**src/rtl/fifo_prefetch_stream_pkg.sv**
```systemverilog
// Shared sizing helpers for the prefetching FIFO read stage.
// Depth rule and counter width used by top and credit counter.
package fifo_prefetch_stream_pkg;

  // Smallest buffer that keeps the read pipe full at 1 word/cycle.
  function automatic int FIFO_PREFETCH_MIN_DEPTH(input int read_latency);
    return read_latency + 2;
  endfunction

  // Counter width able to hold 0..depth inclusive.
  function automatic int fps_cnt_width(input int depth);
    return $clog2(depth) + 1;
  endfunction

endpackage

```
**src/rtl/fifo_prefetch_stream_credit.sv**
```systemverilog
// Credit bookkeeping: words in flight, words buffered, free slots.
// Also flags returns that nobody asked for, as a sticky error.
module prefetch_credit_counter #(
  parameter int DEPTH = 8,
  parameter int CW    = 4
) (
  input  logic          clk,
  input  logic          rst,
  input  logic          issue_i,
  input  logic          valid_i,
  input  logic          pop_i,
  output logic          ret_o,
  output logic [CW-1:0] occ_o,
  output logic [CW-1:0] occ_next_o,
  output logic [CW-1:0] free_o,
  output logic          err_o
);

  localparam logic [CW-1:0] DEPTH_C = CW'(DEPTH);

  logic [CW-1:0] in_flight_q, in_flight_d;
  logic [CW-1:0] occ_q, occ_d;
  logic          err_q;
  logic          bad;

  assign free_o = DEPTH_C - occ_q - in_flight_q;
  assign ret_o  = valid_i && (in_flight_q != '0) && (occ_q != DEPTH_C);
  assign bad    = valid_i && !ret_o;

  // Next-state arithmetic; issue, return and pop may coincide.
  always_comb begin
    in_flight_d = in_flight_q + CW'(issue_i) - CW'(ret_o);
    occ_d       = occ_q + CW'(ret_o) - CW'(pop_i);
  end

  // Counter and sticky error registers.
  always_ff @(posedge clk or negedge rst) begin
    if (!rst) begin
      in_flight_q <= '0;
      occ_q       <= '0;
      err_q       <= 1'b0;
    end else begin
      in_flight_q <= in_flight_d;
      occ_q       <= occ_d;
      if (bad) err_q <= 1'b1;
    end
  end

  assign occ_o      = occ_q;
  assign occ_next_o = occ_d;
  assign err_o      = err_q;

endmodule

```
**src/rtl/fifo_prefetch_stream.sv**
```systemverilog
// Prefetching consumer of a fixed-latency FIFO read port.
// Buffers returned words and streams them out valid/ready.
module fifo_prefetch_stream
  import fifo_prefetch_stream_pkg::*;
#(
  parameter int WIDTH          = 32,
  parameter int READ_LATENCY   = 4,
  parameter int BUF_DEPTH_LOG2 = 3
) (
  input  logic                    clk,
  input  logic                    rst,
  input  logic                    fifoEmpty,
  output logic                    readFromFIFO,
  input  logic [WIDTH-1:0]        dataFromFIFO,
  input  logic                    dataFromFIFOValid,
  output logic                    outValid,
  input  logic                    outReady,
  output logic [WIDTH-1:0]        outData,
  output logic [BUF_DEPTH_LOG2:0] occupancy,
  output logic                    protocolErr
);

  localparam int DEPTH = 1 << BUF_DEPTH_LOG2;
  localparam int CW    = fps_cnt_width(DEPTH);
  localparam int PW    = BUF_DEPTH_LOG2;

  if (DEPTH < FIFO_PREFETCH_MIN_DEPTH(READ_LATENCY)) begin : g_depth_chk
    $error("buffer too shallow for READ_LATENCY");
  end

  logic [1:0]       sync_q;
  logic [PW-1:0]    wp_q, rp_q, rp_d;
  logic [WIDTH-1:0] mem_q [DEPTH];
  logic             out_valid_q;
  logic [WIDTH-1:0] out_data_q;
  logic [WIDTH-1:0] head_d;
  logic [CW-1:0]    occ, occ_next, free_slots;
  logic             ret, pop;

  // Two-flop release synchroniser; assertion stays asynchronous.
  always_ff @(posedge clk or negedge rst) begin
    if (!rst) sync_q <= '0;
    else      sync_q <= {sync_q[0], 1'b1};
  end

  assign readFromFIFO = sync_q[1] && !fifoEmpty && (free_slots != '0);
  assign pop          = out_valid_q && outReady;

  prefetch_credit_counter #(
    .DEPTH (DEPTH),
    .CW    (CW)
  ) u_cnt (
    .clk        (clk),
    .rst        (rst),
    .issue_i    (readFromFIFO),
    .valid_i    (dataFromFIFOValid),
    .pop_i      (pop),
    .ret_o      (ret),
    .occ_o      (occ),
    .occ_next_o (occ_next),
    .free_o     (free_slots),
    .err_o      (protocolErr)
  );

  // New head: forward the incoming word when it lands at the head.
  always_comb begin
    rp_d   = rp_q + PW'(pop);
    head_d = mem_q[rp_d];
    if (ret && (wp_q == rp_d)) head_d = dataFromFIFO;
  end

  // Storage array; contents are not reset.
  always_ff @(posedge clk) begin
    if (ret) mem_q[wp_q] <= dataFromFIFO;
  end

  // Pointers and registered output stage.
  always_ff @(posedge clk or negedge rst) begin
    if (!rst) begin
      wp_q        <= '0;
      rp_q        <= '0;
      out_valid_q <= 1'b0;
      out_data_q  <= '0;
    end else begin
      if (ret) wp_q <= wp_q + 1'b1;
      rp_q        <= rp_d;
      out_valid_q <= (occ_next != '0);
      if (occ_next != '0) out_data_q <= head_d;
    end
  end

  assign outValid  = out_valid_q;
  assign outData   = out_data_q;
  assign occupancy = occ;

endmodule
```
**config.mk**
```make
export PLATFORM = sky130hd
export DESIGN_NAME = fifo_prefetch_stream
export DESIGN_NICKNAME = d
export VERILOG_FILES = /design/src/rtl/fifo_prefetch_stream_pkg.sv /design/src/rtl/fifo_prefetch_stream_credit.sv /design/src/rtl/fifo_prefetch_stream.sv
export SDC_FILE = /design/constraint.sdc
export NUM_CORES = 1
export LEC_CHECK = 0
export ABC_AREA = 1
export CAP_MARGIN = 20
export CORE_ASPECT_RATIO = 0.5
export CORE_UTILIZATION = 35
export CTS_CLUSTER_DIAMETER = 120
export DETAILED_ROUTE_END_ITERATION = 12
export GPL_TIMING_DRIVEN = 0
export PLACE_DENSITY_LB_ADDON = 0.25
export REMOVE_ABC_BUFFERS = 1
export SLEW_MARGIN = 30
export SYNTH_ARGS = -nofsm -noshare
export SYNTH_HDL_FRONTEND = slang
export SYNTH_SLANG_ARGS = --single-unit
export TNS_END_PERCENT = 5
```
**constraint.sdc**
```tcl
create_clock -name clk -period 3.08 [get_ports clk]
set_input_delay 0.616 -clock clk [delete_from_list [all_inputs] [get_ports clk]]
set_output_delay 0.616 -clock clk [all_outputs]
set_load 0.05 [all_outputs]
```
==> impl_metrics.csv, run 1 <==
group,metric,value,unit
placed_design,post-place-ws,-1.55,ns
critical_path,start_kind,"register",
global_routing,grt_antenna_before_repair,0,
timing,layout_setup_ws,-0.0734,ns
clock_network,clk_path_buf_depth,3,
finish,post-route-util,44.6,%
timing,hold_viol_final,0,
floorplanning,start_util,36.0,%
placed_design,placed_cell_area,14900,sq um
timing,worst_pin_slew,0.703,ns
job,cap_violations,0,
critical_path,worstPathArrival,2.54,ns
status,status,"finished with violations",
pwr,ir_drop,0.000766,V
timing,post-route-period-util,102,%
critical_path,r2r_slack,0.18,ns
floorplanning,dieWidth,276,um
floorplanning,die_y,139,um
pwr,leakagePower,6.55,nW
timing,finalClockSkew,0.0187,ns
finish,layout-drive-gt1-share,8.98,%
finish,finalInstanceArea,16300,sq um
timing,finalMaxSlewViolations,0,
logic_synthesis,synth_area_leaders,"edfxtp_1 59%, nand2_1 17%, dfrtp_1 9.5%",
finish,fin_cells,1832,
logic_synthesis,synth_top_area_share,58.6,%
logic_synthesis,seq_area_frac_synth,68.2,%
critical_path,end_kind,"output port",
global_routing,grt_max_degree,92,
global_routing,grt_use_total,17.8,%
detailed_routing,wl_per_cell,18.5,um
timing,holdWs,0.349,ns
logic_synthesis,synth_seq_cells,306,
finish,nets,1381,
logic_synthesis,syn_area_per_cell,10.6,sq um
pwr,total_power,19.4,mW
detailed_routing,vias,9070,
timing,fmax,317,MHz
clock_network,clk_pin_slew,0.06,ns
finish,final_common_cell,"nand2_1",
global_routing,grt_overflow,0,
logic_synthesis,synth_cell_type_count,28,
clock_network,cts_buffers,30,
timing,relSlewSlack,53.0,%
critical_path,cp_max_fo,2,
finish,diodes,0,
placed_design,place_hpwl,19200,um
floorplanning,coreArea,36400,sq um
critical_path,crit_required,2.46,ns
logic_synthesis,netlist_instances,1241,
logic_synthesis,syn-cell-area,13100,sq um
detailed_routing,via_per_inst,4.95,
timing,tns,-0.0734,ns
critical_path,path_class,"register to output port",
finish,mostFrequentLayoutCells,"578 x nand2_1, 256 x edfxtp_1, 146 x nand3_1",
status,failed_checks,"negative setup slack",
logic_synthesis,yosys_warnings,0,
placed_design,place.gp.congestion,0.728,
global_routing,grt_first_pass_wirelength,51500,um
detailed_routing,firstDrtPassIters,5,
detailed_routing,wl,33800,um
detailed_routing,drt_iter0_drc,718,
logic_synthesis,yosys.area.top_type,"edfxtp_1",
floorplanning,num_rows,49,
clock_network,h-tree-depth,1,
timing,final-setup-viol-count,1,
floorplanning,pin_count,76,
timing,rsz0062_at_grt,"yes",
clock_network,worstSkewPairLatency,0.58,ns
detailed_routing,drc,0,
clock_network,tritoncts,"yes",
floorplanning,die_area,38300,sq um
placed_design,placed_cells,1761,
global_routing,grt_pass1_vias,8765,
pwr,cellPowerDensity,1190,nW/um^2
detailed_routing,antenna_left,0,
clock_network,root_buffer,"clkbuf_16",
placed_design,port_buffers,75,
worst_hold_path,worst_hold_path_type,"register to register",
timing,layout_min_cycle_time,3.15,ns
finish,syn_to_final_growth,23.9,%
clock_network,cts.sinks,306,
==> metal layers <==
layer / global-route usage, % / share of wire (%)
met1: 24.4 / 44
met2: 29.3 / 48
met3: 3.43 / 6.6
met4: 4.16 / 1.9
met5: 0 / 0
==> area by class of cell <==
| class | count | area (sq um) |
|---|---|---|
| clock buffers | 36 | 773 |
| clock inverters | 20 | 285 |
| fillers | 3306 | 20200 |
| inverters | 59 | 241 |
| multi-input cells | 812 | 3780 |
| flip-flops and latches | 306 | 8940 |
| well taps | 484 | 606 |
| repair buffers | 115 | 1620 |
==> timing repair <==
item / CTS / global route
gates resized for setup: 25 / 3
gates cloned: 2 / 0
hold buffers: 1 / 0
hold endpoints to repair: 18 / 0
pin swaps: 9 / 1
setup endpoints to repair: 33 / 44
setup buffers: 10 / 2
==> worst paths after layout <==
check | cells after the start | start | end
max in group asynchronous | 3 | rst | outData[21]
min in group asynchronous | 2 | rst | outData[20]
worst max-delay path | 10 | u_cnt.occ_o[1] | readFromFIFO
worst min register to register | 0 | sync_q[0] | sync_q[1]
worst min-delay path | 0 | sync_q[0] | sync_q[1]
worst max register to register | 13 | u_cnt.occ_o[2] | outData[24]
==> synthesized netlist by cell type <==
| master | number |
|---|---|
| a21o_1 | 1 |
| edfxtp_1 | 256 |
| nor3_1 | 1 |
| nor2_1 | 10 |
| buf_1 | 7 |
| conb_1 | 1 |
| buf_2 | 41 |
| clkbuf_1 | 3 |
| xnor2_1 | 2 |
| fa_1 | 3 |
| nand3_4 | 1 |
| dfrtp_1 | 50 |
| xor2_1 | 4 |
| buf_6 | 3 |
| nand3_2 | 1 |
| nand2_1 | 582 |
| a21oi_1 | 2 |
| nand3_1 | 146 |
| ha_1 | 17 |
| or2_0 | 1 |
| inv_1 | 56 |
| nor2_4 | 2 |
| inv_2 | 3 |
| nand4_1 | 32 |
| a21boi_0 | 1 |
| buf_4 | 12 |
| nand3b_1 | 1 |
| o21ai_0 | 2 |
==> report_power, final <==
part | switching [mW] | leakage (nW) | internal (mW)
Clock | 1.60 | 0.512 | 2.31
Combinational | 6.54 | 3.15 | 3.20
Sequential | 0.296 | 2.89 | 5.41
==> cell families after synthesis <==
kind of cell | share of synthesized area [%]
adders and majority gates | 2.08
buffers and inverters | 4.48
AOI/OAI and AO/OA | 0.267
xor gates and xnor gates | 0.401
DFF | 68.2
and+or+nand+nor | 24.6
other | 0.0286
==> critical path: stages, from the launching register on <==
cell	delay, ns
dfrtp_2	0.43
ha_4	0.27
inv_2	0.04
ha_4	0.14
fa_1	0.40
xor2_2	0.18
a21boi_2	0.13
o21ai_1	0.08
nand3b_1	0.11
inv_2	0.05
buf_8	0.14
==> state kept, by name, indices dropped and copies added, names as in the netlist <==
| name | cells |
|---|---|
| outValid | 1 |
| sync_q | 2 |
| outData | 32 |
| wp_q | 3 |
| u_cnt.err_o | 1 |
| u_cnt.in_flight_q | 4 |
| mem_q | 256 |
| u_cnt.occ_o | 4 |
| rp_q | 3 |
Note: power is estimated with default switching activity, not from simulation.
==> run 2: changes to the inputs <==
--- a/config.mk
+++ b/config.mk
@@ -6,6 +6,7 @@
 export NUM_CORES = 1
 export LEC_CHECK = 0
 export ABC_AREA = 1
+export ABC_CLOCK_PERIOD_IN_PS = 3080
 export CAP_MARGIN = 20
 export CORE_ASPECT_RATIO = 0.5
 export CORE_UTILIZATION = 35
==> results of run 2 <==
Final layout, timing and power as in run 1 (identical DEF).
==> run 3: changes to the inputs <==
--- a/config.mk
+++ b/config.mk
@@ -13,7 +13,6 @@
 export CTS_CLUSTER_DIAMETER = 120
 export DETAILED_ROUTE_END_ITERATION = 12
 export GPL_TIMING_DRIVEN = 0
-export PLACE_DENSITY_LB_ADDON = 0.25
 export REMOVE_ABC_BUFFERS = 1
 export SLEW_MARGIN = 30
 export SYNTH_ARGS = -nofsm -noshare
==> run 3 against run 2 <==
Effect of this change: largest cell class unchanged; combinational power fell by 1%; the flow still finishes with violations (negative setup slack); register-to-register slack got worse by 0.05 ns; fmax fell by 0.76%; flip-flop and latch count did not move; global-route usage rose by 0.084 points; total power fell by 2.3%; routed wire length fell by 0.10%; sequential power barely moved.
==> impl_metrics.csv, run 3 (synthesis results as in run 1) <==
group,metric,value,unit
timing,hold_viol_final,0,
critical_path,end_kind,"output port",
detailed_routing,drc,0,
timing,finalClockSkew,0.0233,ns
placed_design,placed_cell_area,14900,sq um
finish,final_common_cell,"nand2_1",
finish,fin_cells,1830,
critical_path,r2r_slack,0.13,ns
finish,mostFrequentLayoutCells,"578 x nand2_1, 256 x edfxtp_1, 145 x nand3_1",
timing,layout_min_cycle_time,3.18,ns
critical_path,crit_required,2.46,ns
global_routing,grt_pass1_vias,8755,
placed_design,placed_cells,1759,
critical_path,path_class,"register to output port",
placed_design,place_hpwl,18800,um
clock_network,cts.sinks,306,
finish,top_register,"mem_q",
critical_path,reg2reg_depth,12,
global_routing,grt_antenna_before_repair,0,
floorplanning,dieWidth,276,um
placed_design,port_buffers,75,
clock_network,worstSkewPairLatency,0.59,ns
finish,nets,1379,
global_routing,grt_overflow,0,
global_routing,grt_use_total,17.9,%
critical_path,start_kind,"register",
finish,diodes,0,
finish,layout-drive-gt1-share,8.40,%
detailed_routing,via_per_inst,5.07,
floorplanning,start_util,36.0,%
clock_network,h-tree-depth,1,
status,failed_checks,"negative setup slack",
pwr,seqPwrFrac,30.2,%
worst_hold_path,hold_depth,0,
pwr,intPower,10.5,mW
pwr,p_sw_share,44.5,%
floorplanning,coreArea,36400,sq um
critical_path,worstPathArrival,2.56,ns
status,status,"finished with violations",
timing,relSlewSlack,54.9,%
pwr,power.clock.fraction,18.9,%
clock_network,root_buffer,"clkbuf_16",
worst_hold_path,worst_hold_path_type,"register to register",
floorplanning,pin_count,76,
floorplanning,num_rows,49,
timing,worst_pin_slew,0.677,ns
floorplanning,die_area,38300,sq um
finish,post-route-util,44.2,%
finish,largest_reg_flops,256,
clock_network,cts_buffers,30,
finish,syn_to_final_growth,22.7,%
detailed_routing,drt_iter0_drc,999,
detailed_routing,wl,33800,um
timing,fmax,315,MHz
worst_hold_path,min_to,"sync_q[1]",
detailed_routing,firstDrtPassIters,5,
global_routing,grt_max_degree,80,
pwr,ir_drop,0.000859,V
placed_design,place.gp.congestion,0.730,
timing,holdWs,0.350,ns
worst_hold_path,min_from,"sync_q[0]",
timing,finalMaxSlewViolations,0,
pwr,leakagePower,6.48,nW
detailed_routing,antenna_left,0,
detailed_routing,wl_per_cell,18.5,um
critical_path,reg2reg_from,"u_cnt.in_flight_q[1]",
pwr,cellPowerDensity,1170,nW/um^2
pwr,comb_power_share,50.9,%
clock_network,clk_pin_slew,0.06,ns
critical_path,r2r-end,"outData[18]",
floorplanning,die_y,139,um
timing,rsz0062_at_grt,"yes",
job,cap_violations,0,
timing,post-route-period-util,103,%
critical_path,cp_max_fo,2,
timing,layout_setup_ws,-0.0976,ns
finish,fillers,3317,
detailed_routing,vias,9280,
clock_network,clk_path_buf_depth,3,
global_routing,grt_first_pass_wirelength,52200,um
pwr,power_switching,8.40,mW
clock_network,tritoncts,"yes",
finish,finalInstanceArea,16100,sq um
timing,final-setup-viol-count,1,
[run 3: worst max-delay path by stage]
stage                                    start           end  slack, ns  cells past startpoint
final                     u_cnt.in_flight_q[1]  readFromFIFO       -0.1                     10
after global routing      u_cnt.in_flight_q[1]  readFromFIFO      -0.21                     10
after CTS                       u_cnt.occ_o[1]  readFromFIFO      -0.13                     10
after detailed placement              outReady   outData[29]      -1.46                     15
after global placement                outReady   outData[29]      -7.09                     12
after floorplan                       outValid    outData[0]      -2.62                     11
[run 3: worst max-delay path, cell delays in order, from the launching register on]
cell and delay [ns]:
dfrtp_1 0.42, ha_4 0.28, inv_2 0.04, ha_4 0.15, fa_1 0.43, nor3_1 0.14, a21boi_2 0.17, o21ai_1 0.07
nand3b_1 0.10, inv_2 0.06, buf_8 0.14
[run 3: stage by stage]
| stage | setup TNS (ns) | setup WS (ns) | power (mW) |
|---|---|---|---|
| 4_1_cts | -0.278 | -0.134 | 19.0 |
| 3_5_place_dp | -70.56 | -1.46 | 14.8 |
| 5_1_grt | -1.63 | -0.212 | 20.2 |
| 3_3_place_gp | -973.93 | -7.09 | 13.6 |
| 6_report | -0.0976 | -0.0976 | 18.9 |
| 2_1_floorplan | -234.08 | -2.62 | 11.4 |
[run 3: what timing repair did]
| item | CTS | global route |
|---|---|---|
| pin swaps | 14 | 2 |
| cloned | 3 | 0 |
| endpoints found under the hold margin | 22 | 0 |
| endpoints found under the setup margin | 34 | 33 |
| resized for setup | 31 | 6 |
| hold buffers | 1 | 0 |
| setup buffers | 8 | 3 |
[run 3: layout make-up]
class / count / area, sq um / share of cell area, %
Clock buffer: 40 / 788 / 4.90
Clock inverter: 16 / 159 / 0.987
Inverter: 59 / 258 / 1.60
Multi-Input combinational cell: 813 / 3790 / 23.5
Sequential cell: 306 / 8940 / 55.6
Tap cell: 484 / 606 / 3.76
Timing Repair Buffer: 112 / 1550 / 9.66
[run 3: layer usage]
metal | share of wire, % | GRT usage [%] | vias to the layer above | routed length [um]
met5 | 0 | 0 | - | 0
met4 | 1.9 | 4.48 | 0 | 630
met3 | 6.3 | 2.77 | 49 | 2120
met2 | 48 | 28.9 | 290 | 16100
met1 | 44 | 25.4 | 4632 | 15000
li1 | - | - | 4309 | -
[run 3: power groups by stage]
stage	sequential (mW)	combinational [mW]	clock (mW)
finish	5.71	9.62	3.58
global route	5.78	10.6	3.80
CTS	5.71	9.60	3.64
detailed placement	5.79	9.01	0
global placement	5.81	7.76	0
floorplan	6.61	4.76	0
